[src/rtl/dcim_drv_pkg.sv]
// dcim_drv_pkg
//   Shared definitions for the DCIM bit-serial activation driver:
//   FSM state encoding, default geometry constants and an index-width helper.
package dcim_drv_pkg;

  localparam int unsigned DEF_N_ROWS  = 16;
  localparam int unsigned DEF_IN_BITS = 8;
  localparam int unsigned DEF_ACC_W   = 51;

  typedef enum logic [2:0] {
    ST_IDLE,
    ST_CLEAR,
    ST_SHIFT,
    ST_CAPTURE,
    ST_HOLD
  } drv_state_t;

  // Width of a bit index into an n-bit word (at least one bit).
  function automatic int unsigned idx_w(input int unsigned n);
    return (n > 1) ? $clog2(n) : 1;
  endfunction

endpackage

[src/rtl/dcim_bitplane_shifter.sv]
// dcim_bitplane_shifter
//   Holds one loaded activation vector (N_ROWS lanes of IN_BITS each) and
//   presents the bit plane selected by i_k: bit r of o_plane is lane r bit k.
//   The plane is forced to zero while i_en is low.
// Ports:
//   clk, rst   rising-edge clock, synchronous active-high reset (clears vector)
//   i_load     load i_data into the vector register
//   i_data     N_ROWS*IN_BITS packed lanes, lane r at [r*IN_BITS +: IN_BITS]
//   i_en       plane output enable
//   i_k        bit index to present
//   o_plane    selected bit plane
module dcim_bitplane_shifter
  import dcim_drv_pkg::*;
#(
  parameter int unsigned N_ROWS  = DEF_N_ROWS,
  parameter int unsigned IN_BITS = DEF_IN_BITS,
  parameter int unsigned KW      = idx_w(IN_BITS)
) (
  input  logic                        clk,
  input  logic                        rst,
  input  logic                        i_load,
  input  logic [N_ROWS*IN_BITS-1:0]   i_data,
  input  logic                        i_en,
  input  logic [KW-1:0]               i_k,
  output logic [N_ROWS-1:0]           o_plane
);

  logic [N_ROWS*IN_BITS-1:0] r_data;

  always_ff @(posedge clk) begin
    if (rst) begin
      r_data <= '0;
    end else if (i_load) begin
      r_data <= i_data;
    end
  end

  always_comb begin
    logic [IN_BITS-1:0] v_lane;
    v_lane  = '0;
    o_plane = '0;
    if (i_en) begin
      for (int unsigned r = 0; r < N_ROWS; r++) begin
        v_lane     = r_data[r*IN_BITS +: IN_BITS];
        o_plane[r] = v_lane[i_k];
      end
    end
  end

endmodule

[src/rtl/dcim_bitserial_driver.sv]
// dcim_bitserial_driver
//   Feeds an activation vector to a digital CIM macro one bit plane per cycle,
//   MSB first, drives the accumulator clear/enable strobes and captures the
//   accumulated result for a valid/ready output handshake.
//   Sequence: IDLE -> CLEAR (1 cycle) -> SHIFT (IN_BITS cycles) -> CAPTURE -> HOLD.
// Ports:
//   clk, rst              rising-edge clock, synchronous active-high reset
//   in_valid/in_ready     activation vector handshake, in_data lane r at [r*IN_BITS +: IN_BITS]
//   bit_out               current bit plane (zero outside SHIFT)
//   acm_en, st            accumulator enable and clear strobe
//   res_in                registered accumulator output
//   out_valid/out_ready   result handshake, out_data holds the captured result
//   busy                  high whenever the FSM is not in IDLE
// Configuration:
//   DCIM_DRV_PREFETCH_EN  adds a one-entry input prefetch buffer so the next
//                         vector can be accepted while the current one runs.
module dcim_bitserial_driver
  import dcim_drv_pkg::*;
#(
  parameter int unsigned N_ROWS  = DEF_N_ROWS,
  parameter int unsigned IN_BITS = DEF_IN_BITS,
  parameter int unsigned ACC_W   = DEF_ACC_W
) (
  input  logic                        clk,
  input  logic                        rst,
  input  logic                        in_valid,
  output logic                        in_ready,
  input  logic [N_ROWS*IN_BITS-1:0]   in_data,
  output logic [N_ROWS-1:0]           bit_out,
  output logic                        acm_en,
  output logic                        st,
  input  logic [ACC_W-1:0]            res_in,
  output logic                        out_valid,
  input  logic                        out_ready,
  output logic [ACC_W-1:0]            out_data,
  output logic                        busy
);

  localparam int unsigned     KW    = idx_w(IN_BITS);
  localparam logic [KW-1:0]   K_TOP = KW'(IN_BITS - 1);
  localparam logic [KW-1:0]   K_ONE = KW'(1);

  drv_state_t                 r_state;
  logic [KW-1:0]              r_k;
  logic                       r_acm_en;
  logic                       r_st;
  logic                       r_busy;
  logic                       r_out_valid;
  logic [ACC_W-1:0]           r_out_data;

  logic                       w_accept;
  logic                       w_out_fire;
  logic                       w_load;
  logic [N_ROWS*IN_BITS-1:0]  w_load_data;

  assign w_accept   = in_valid && in_ready;
  assign w_out_fire = r_out_valid && out_ready;

`ifdef DCIM_DRV_PREFETCH_EN
  logic                       r_buf_full;
  logic [N_ROWS*IN_BITS-1:0]  r_buf_data;
  logic                       w_bypass;
  logic                       w_pop;

  assign in_ready = !rst && !r_buf_full;

  // A vector goes straight to the shifter when the FSM can start on it this
  // edge: in IDLE, or when leaving HOLD with nothing buffered. Otherwise it
  // waits in the buffer, which has priority when HOLD completes.
  assign w_bypass    = w_accept && ((r_state == ST_IDLE) || ((r_state == ST_HOLD) && w_out_fire));
  assign w_pop       = (r_state == ST_HOLD) && w_out_fire && r_buf_full;
  assign w_load      = w_bypass || w_pop;
  assign w_load_data = w_pop ? r_buf_data : in_data;

  always_ff @(posedge clk) begin
    if (rst) begin
      r_buf_full <= 1'b0;
      r_buf_data <= '0;
    end else if (w_accept && !w_bypass) begin
      r_buf_full <= 1'b1;
      r_buf_data <= in_data;
    end else if (w_pop) begin
      r_buf_full <= 1'b0;
    end
  end
`else
  assign in_ready    = !rst && (r_state == ST_IDLE);
  assign w_load      = (r_state == ST_IDLE) && w_accept;
  assign w_load_data = in_data;
`endif

  always_ff @(posedge clk) begin
    if (rst) begin
      r_state     <= ST_IDLE;
      r_k         <= K_TOP;
      r_acm_en    <= 1'b0;
      r_st        <= 1'b0;
      r_busy      <= 1'b0;
      r_out_valid <= 1'b0;
      r_out_data  <= '0;
    end else begin
      case (r_state)
        ST_IDLE: begin
          if (w_load) begin
            r_state  <= ST_CLEAR;
            r_busy   <= 1'b1;
            r_st     <= 1'b1;
            r_acm_en <= 1'b1;
          end
        end
        ST_CLEAR: begin
          r_state <= ST_SHIFT;
          r_st    <= 1'b0;
          r_k     <= K_TOP;
        end
        ST_SHIFT: begin
          if (r_k == '0) begin
            r_state  <= ST_CAPTURE;
            r_acm_en <= 1'b0;
            r_k      <= K_TOP;
          end else begin
            r_k <= r_k - K_ONE;
          end
        end
        ST_CAPTURE: begin
          r_state     <= ST_HOLD;
          r_out_data  <= res_in;
          r_out_valid <= 1'b1;
        end
        ST_HOLD: begin
          if (w_out_fire) begin
            r_out_valid <= 1'b0;
            if (w_load) begin
              r_state  <= ST_CLEAR;
              r_st     <= 1'b1;
              r_acm_en <= 1'b1;
            end else begin
              r_state <= ST_IDLE;
              r_busy  <= 1'b0;
            end
          end
        end
        default: begin
          r_state     <= ST_IDLE;
          r_busy      <= 1'b0;
          r_acm_en    <= 1'b0;
          r_st        <= 1'b0;
          r_out_valid <= 1'b0;
        end
      endcase
    end
  end

  dcim_bitplane_shifter #(
    .N_ROWS  (N_ROWS),
    .IN_BITS (IN_BITS),
    .KW      (KW)
  ) u_shifter (
    .clk     (clk),
    .rst     (rst),
    .i_load  (w_load),
    .i_data  (w_load_data),
    .i_en    (r_state == ST_SHIFT),
    .i_k     (r_k),
    .o_plane (bit_out)
  );

  assign acm_en    = r_acm_en;
  assign st        = r_st;
  assign busy      = r_busy;
  assign out_valid = r_out_valid;
  assign out_data  = r_out_data;

endmodule

[config.mk]
export PLATFORM = sky130hd
export DESIGN_NAME = dcim_bitserial_driver
export DESIGN_NICKNAME = d
export VERILOG_FILES = /design/src/rtl/dcim_drv_pkg.sv /design/src/rtl/dcim_bitplane_shifter.sv /design/src/rtl/dcim_bitserial_driver.sv
export SDC_FILE = /design/constraint.sdc
export NUM_CORES = 1
export LEC_CHECK = 0
export CORE_ASPECT_RATIO = 0.5
export CORE_MARGIN = 2
export CORE_UTILIZATION = 42
export CTS_CLUSTER_SIZE = 30
export DETAILED_ROUTE_END_ITERATION = 16
export GPL_ROUTABILITY_DRIVEN = 0
export HOLD_SLACK_MARGIN = 0.05
export PLACE_DENSITY = 0.72
export REMOVE_ABC_BUFFERS = 1
export SYNTH_ARGS = -nofsm -noshare
export SYNTH_HDL_FRONTEND = slang
export SYNTH_SLANG_ARGS = --single-unit
[constraint.sdc]
create_clock -name clk -period 2.4 [get_ports clk]
set_clock_uncertainty 0.2 [all_clocks]
set_input_delay 0.36 -clock clk [delete_from_list [all_inputs] [get_ports clk]]
set_output_delay 0.36 -clock clk [all_outputs]
set_load 0.1 [all_outputs]
# == After elaboration in Yosys (flattened, before gate mapping) ==
# Index checks and enable logic that the tools add are counted.
# op_classes
n_addsub,1
order_cmp,1
n_eq_ne,8
n_mux,53
bitwise,4
reduce_logical,17
# op_table
op,n
1-bit binary-select mux with 3-bit select,16
1-bit two-way mux,26
16-bit two-way mux,1
3-bit one-hot mux with 5 select lines,1
3-bit two-way mux,4
1-bit one-hot mux with 3 select lines,3
"3-bit by 2-bit == test with 1-bit output, second input constant",2
3-bit logical NOT,2
"2-bit != test, second input constant",3
3-bit one-hot mux with 2 select lines,1
3-bit AND reduction,2
3-bit OR reduction,2
1-bit logical AND,4
"3-bit by 4-bit less-than comparator with 1-bit output, second input constant",1
1-bit inverter,4
1-bit one-hot mux with 4 select lines,1
2-bit AND reduction,2
4-bit AND reduction,1
2-bit OR reduction,2
"3-bit by 1-bit == test with 1-bit output, second input constant",1
"3-bit == test, second input constant",1
"3-bit by 1-bit subtractor with 3-bit output, second input constant",1
"2-bit by 1-bit != test with 1-bit output, second input constant",1
2-bit nonzero test,1
1-bit logical NOT,1
# word_totals
regBits,189
in_bits,183
out_inout_bits,72
elab_cells,92

# == Depth between registers and ports, before layout ==
# Gate-level depths: netlist of the first run.
# depth
depth_word,7
mapped_depth,7
mapped_depth_nobuf,5

# == Hierarchy ==
# From an unflattened synthesis of the first run, not the netlist that was laid out.
# unflattened
hier_cells,803
area_unflattened_um2,7892.6
# by_module_without_submodules
mod,n_inst,cells_per_inst,area_each_um2,seq_area_each_um2
dcim_bitplane_shifter,1,522,5612.9,2562.5
dcim_bitserial_driver,1,281,2279.7,1221.2

# == Worst setup path after synthesis of the first run ==
# No wires, ideal clock.
# synth_path
path_type,input-to-reg
from,input port rst
to,register u_shifter.r_data[100]
setup_time_ns,0.121
arrival_time_ns,2.405
t_required_ns,2.079
slack_ns,-0.326
path_stages,6
n_path_buf,3
cell_sequence,buf_2 > nor4_4 > nand2_1 > buf_2 > buf_6 > mux2_4
# synth_between
elab_chain_cells,4
# synth_lines
element,line_no,text
"start, declared",dcim_bitserial_driver.sv:25,"input logic rst,"
1-bit logical NOT,dcim_bitserial_driver.sv:87,assign in_ready = !rst && (r_state == ST_IDLE);
1-bit logical AND,dcim_bitserial_driver.sv:87,
net in_ready,dcim_bitserial_driver.sv:27,"output logic in_ready,"
1-bit logical AND,dcim_bitserial_driver.sv:56,assign w_accept = in_valid && in_ready;
1-bit logical AND,dcim_bitserial_driver.sv:88,assign w_load = (r_state == ST_IDLE) && w_accept;
"end signal, assigned",dcim_bitplane_shifter.sv:34,r_data <= i_data;
"end, declared",dcim_bitplane_shifter.sv:28,logic [N_ROWS*IN_BITS-1:0] r_data;
# The timed path passes the listed nets, and every way through them passes these cells.
# A chain may end at the register's enable or synchronous reset.

# == Worst setup path after layout of the first run ==
# layout_path
from,register r_k[0]
to,output port bit_out[9]
# layout_between
elab_chain_cells,3
# layout_lines
element,line_no,text
"start, declared",dcim_bitserial_driver.sv:44,logic [KW-1:0] r_k;
"start signal, assigned",dcim_bitserial_driver.sv:122,r_k <= r_k - K_ONE;
1-bit binary-select mux with 3-bit select,dcim_bitplane_shifter.sv:45,o_plane[r] = v_lane[i_k];
1-bit two-way mux (implied by the code),dcim_bitplane_shifter.sv:45,
16-bit two-way mux,dcim_bitplane_shifter.sv:42,if (i_en) begin
"end, declared",dcim_bitserial_driver.sv:29,"output logic [N_ROWS-1:0] bit_out,"
# No other way between the ends. The select of a mux whose other input is x is not followed.

==> run metrics, run 1 <==
status finished with violations; failing checks negative setup slack; Synth Flop Type dfxtp_1; Most common cell on crit path buf_12; Slowest-stage cell, CP mux4_2; post-synth top area cell dfxtp_1; detailed placement HPWL around 14,000 um; Period Utilization, post-route 108%; Die ar. between 0.02 and 0.025 mm2; CP Capture Type output port; largest net degree at the start of global routing between 150 and 200; Port Buf Inserts about 250; fmax just under 0.4 GHz; vias in the first global route approximately 6,300; critical path's largest stage delay about 500 ps; placed instance area around 0.012 mm2; Setup TNS -2680 ps; clk root buf clkbuf_16; Yosys Warn Count 0; I/O pin cnt roughly 260; RSZ-0062 raised after global routing yes; CTS buffer count 17; most frequent cell after synthesis dfxtp_1; drt first pass iters 6; first-pass GRT wire length roughly 34,000 um; syn avg cell area about 11 um2; Filler Cell Count between 1,500 and 2,000; DRC Markers 0; H-tree depth 4; clock latency at the later pin of the worst-skew pair ~420 ps; Setup WS post-layout -186 ps; Multi-input gate area roughly 0.0046 mm2; Max Root-Sink Buffers 2; initial antenna violation count 1; register bit total from synthesis roughly 190; Final ANT Viol Nets 0; HP Class reg2reg; EDFF count, synth 0; relative slew slack a little under two fifths; max cap viols 0; FFs w/ async S/R, synth 0%; die width 207 um; WS Path Type reg2out; Slew Limit Fails 0; Leak between 0.005 and 0.006 uW; crit-path cells buf_12, mux4_2, a22o_1, buf_12; Power, Total about 8100 uW; Worst Max-Slew Pin Slew approximately 930 ps; Final #Nets 1,182; Reg area between 0.003 and 0.004 mm2; maximum vdd ir drop approximately 0.00045 V; row count 37; wire per inst roughly 17 um; Core ar. between 0.02 and 0.025 mm2; share of the synthesized area in the top cell type roughly 44%; Layout area overhead 41.4%; DP Worst Slack 210 ps; GRT Util Overall 19.5%; vias about 6,300; Final setup viols 16; Post-CTS Hold Buffers 0; CTS tree built; Power Density approximately 660 mW/mm2; number of distinct library cells after synthesis 36; post-route minimum period between 2000 and 3000 ps; Synth Instances 763; drt total wl approximately 22,000 um; GR Overflow Total 0; design area 0.0123 mm2; clock-pin slew on the worst setup and hold paths roughly 70 ps; WP data required 1840 ps; final hold vios 0; Synth area leaders dfxtp_1, mux2_4, nor2b_1, mux4_2, nand2_1; crit path launch type flop; Die Y-Extent 106 um; Post-synth top cells dfxtp_1, nor2b_1, mux2_4; share of layout cells above drive strength 1 29.5%; clock sinks around 190; sequential share of the synthesized area a little over two fifths; mean number of vias per cell 4.91; CP Max Fanout 6; Netlist Area Pre-Place 0.00868 mm2; CP arrival slightly above 2000 ps; DR iter-0 viols ~480; Starting Density a little over two fifths
## cell type report
cell class | instances | share of cell area [%]
Clock inverter | 11 | 1.26
Antenna cell | 1 | 0.0204
Timing Repair Buffer | 277 | 23.8
Tap cell | 273 | 2.78
Inverter | 4 | 0.122
Clock buffer | 21 | 3.83
Sequential cell | 189 | 30.9
Multi-Input combinational cell | 508 | 37.3
## per-layer routing
| metal | share of wire, % | GRT usage [%] |
|---|---|---|
| met1 | 45 | 24.9 |
| met5 | 0 | 0 |
| met4 | 1.7 | 6.28 |
| met2 | 50 | 33.7 |
| met3 | 3.1 | 3.43 |
## worst paths after layout
kind                    start     endpoint  slack [ps]  depth (start not counted)
setup / recovery       r_k[0]   bit_out[9]        -190                          4
hold / removal    out_data[4]  out_data[4]         260                          2
setup reg to reg   r_state[2]  out_data[4]         250                          4
hold reg to reg   out_data[4]  out_data[4]         260                          2
## layout by cell type (no fill, tap or decap), drive strengths merged, types with 7 or more instances in the layout
cell	count
clkbuf	23
a21oi	60
buf	94
nor2b	131
mux2	128
nand2	106
inv	7
clkdlybuf4s50	181
mux4	32
a22o	16
dfxtp	189
## worst max-delay path, delay by kind of cell, from the launching register on
kind | cells | cell delay [ps]
buffers and inverters | 2 | 350
muxes | 1 | 500
AOI/OAI and AO/OA | 1 | 270
DFF | 1 | 470
## through the flow
step | utilization, % | hold WS (ps) | cells
6_report | 60.1 | 257 | 1284
5_1_grt | 60.1 | 268 | 1284
4_1_cts | 59.7 | 255 | 1279
3_5_place_dp | 56.5 | 247 | 1246
3_3_place_gp | 56.5 | 242 | 1246
2_1_floorplan | - | 229 | 701
## kinds of logic (layout without fill, tap and decap cells)
family                     count (synthesis)  count (layout)  share of synthesized area (%)
adders and majority gates                  2               2                          0.288
and+or+nand+nor                          260             260                           16.0
AOI/OAI and AO/OA                         84              84                           5.65
DFF                                      189             189                           43.6
other                                      0               1                              0
buffers and inverters                     66             313                           4.15
muxes                                    161             161                           30.2
xor gates and xnor gates                   1               1                          0.101
## state kept, by name, indices dropped and copies added (netlist names)
name and flops:
u_shifter.r_data 128, out_data 51, r_k 3, r_state 3, acm_en 1, busy 1, out_valid 1, st 1
## report_power, final
group / leakage (uW) / switching (uW) / internal (uW)
clock network: 0.000305 / 1250 / 1740
registers: 0.00155 / 127 / 3370
logic: 0.00332 / 659 / 941
total: 0.00517 / 2040 / 6050
## what timing repair did
action | in CTS | in global routing
cloned | 1 | 2
buffers inserted | 0 | 2
gates resized for setup | 4 | 2
pin swaps | 0 | 16
endpoints found under the setup margin | 16 | 16
Note: power is estimated with default switching activity, not from simulation.
==> run 2: changes to the inputs <==
Settings changed: CAP_MARGIN set to 5.
==> results of run 2 <==
No change in the layout: final DEF, timing and power equal those of run 1.
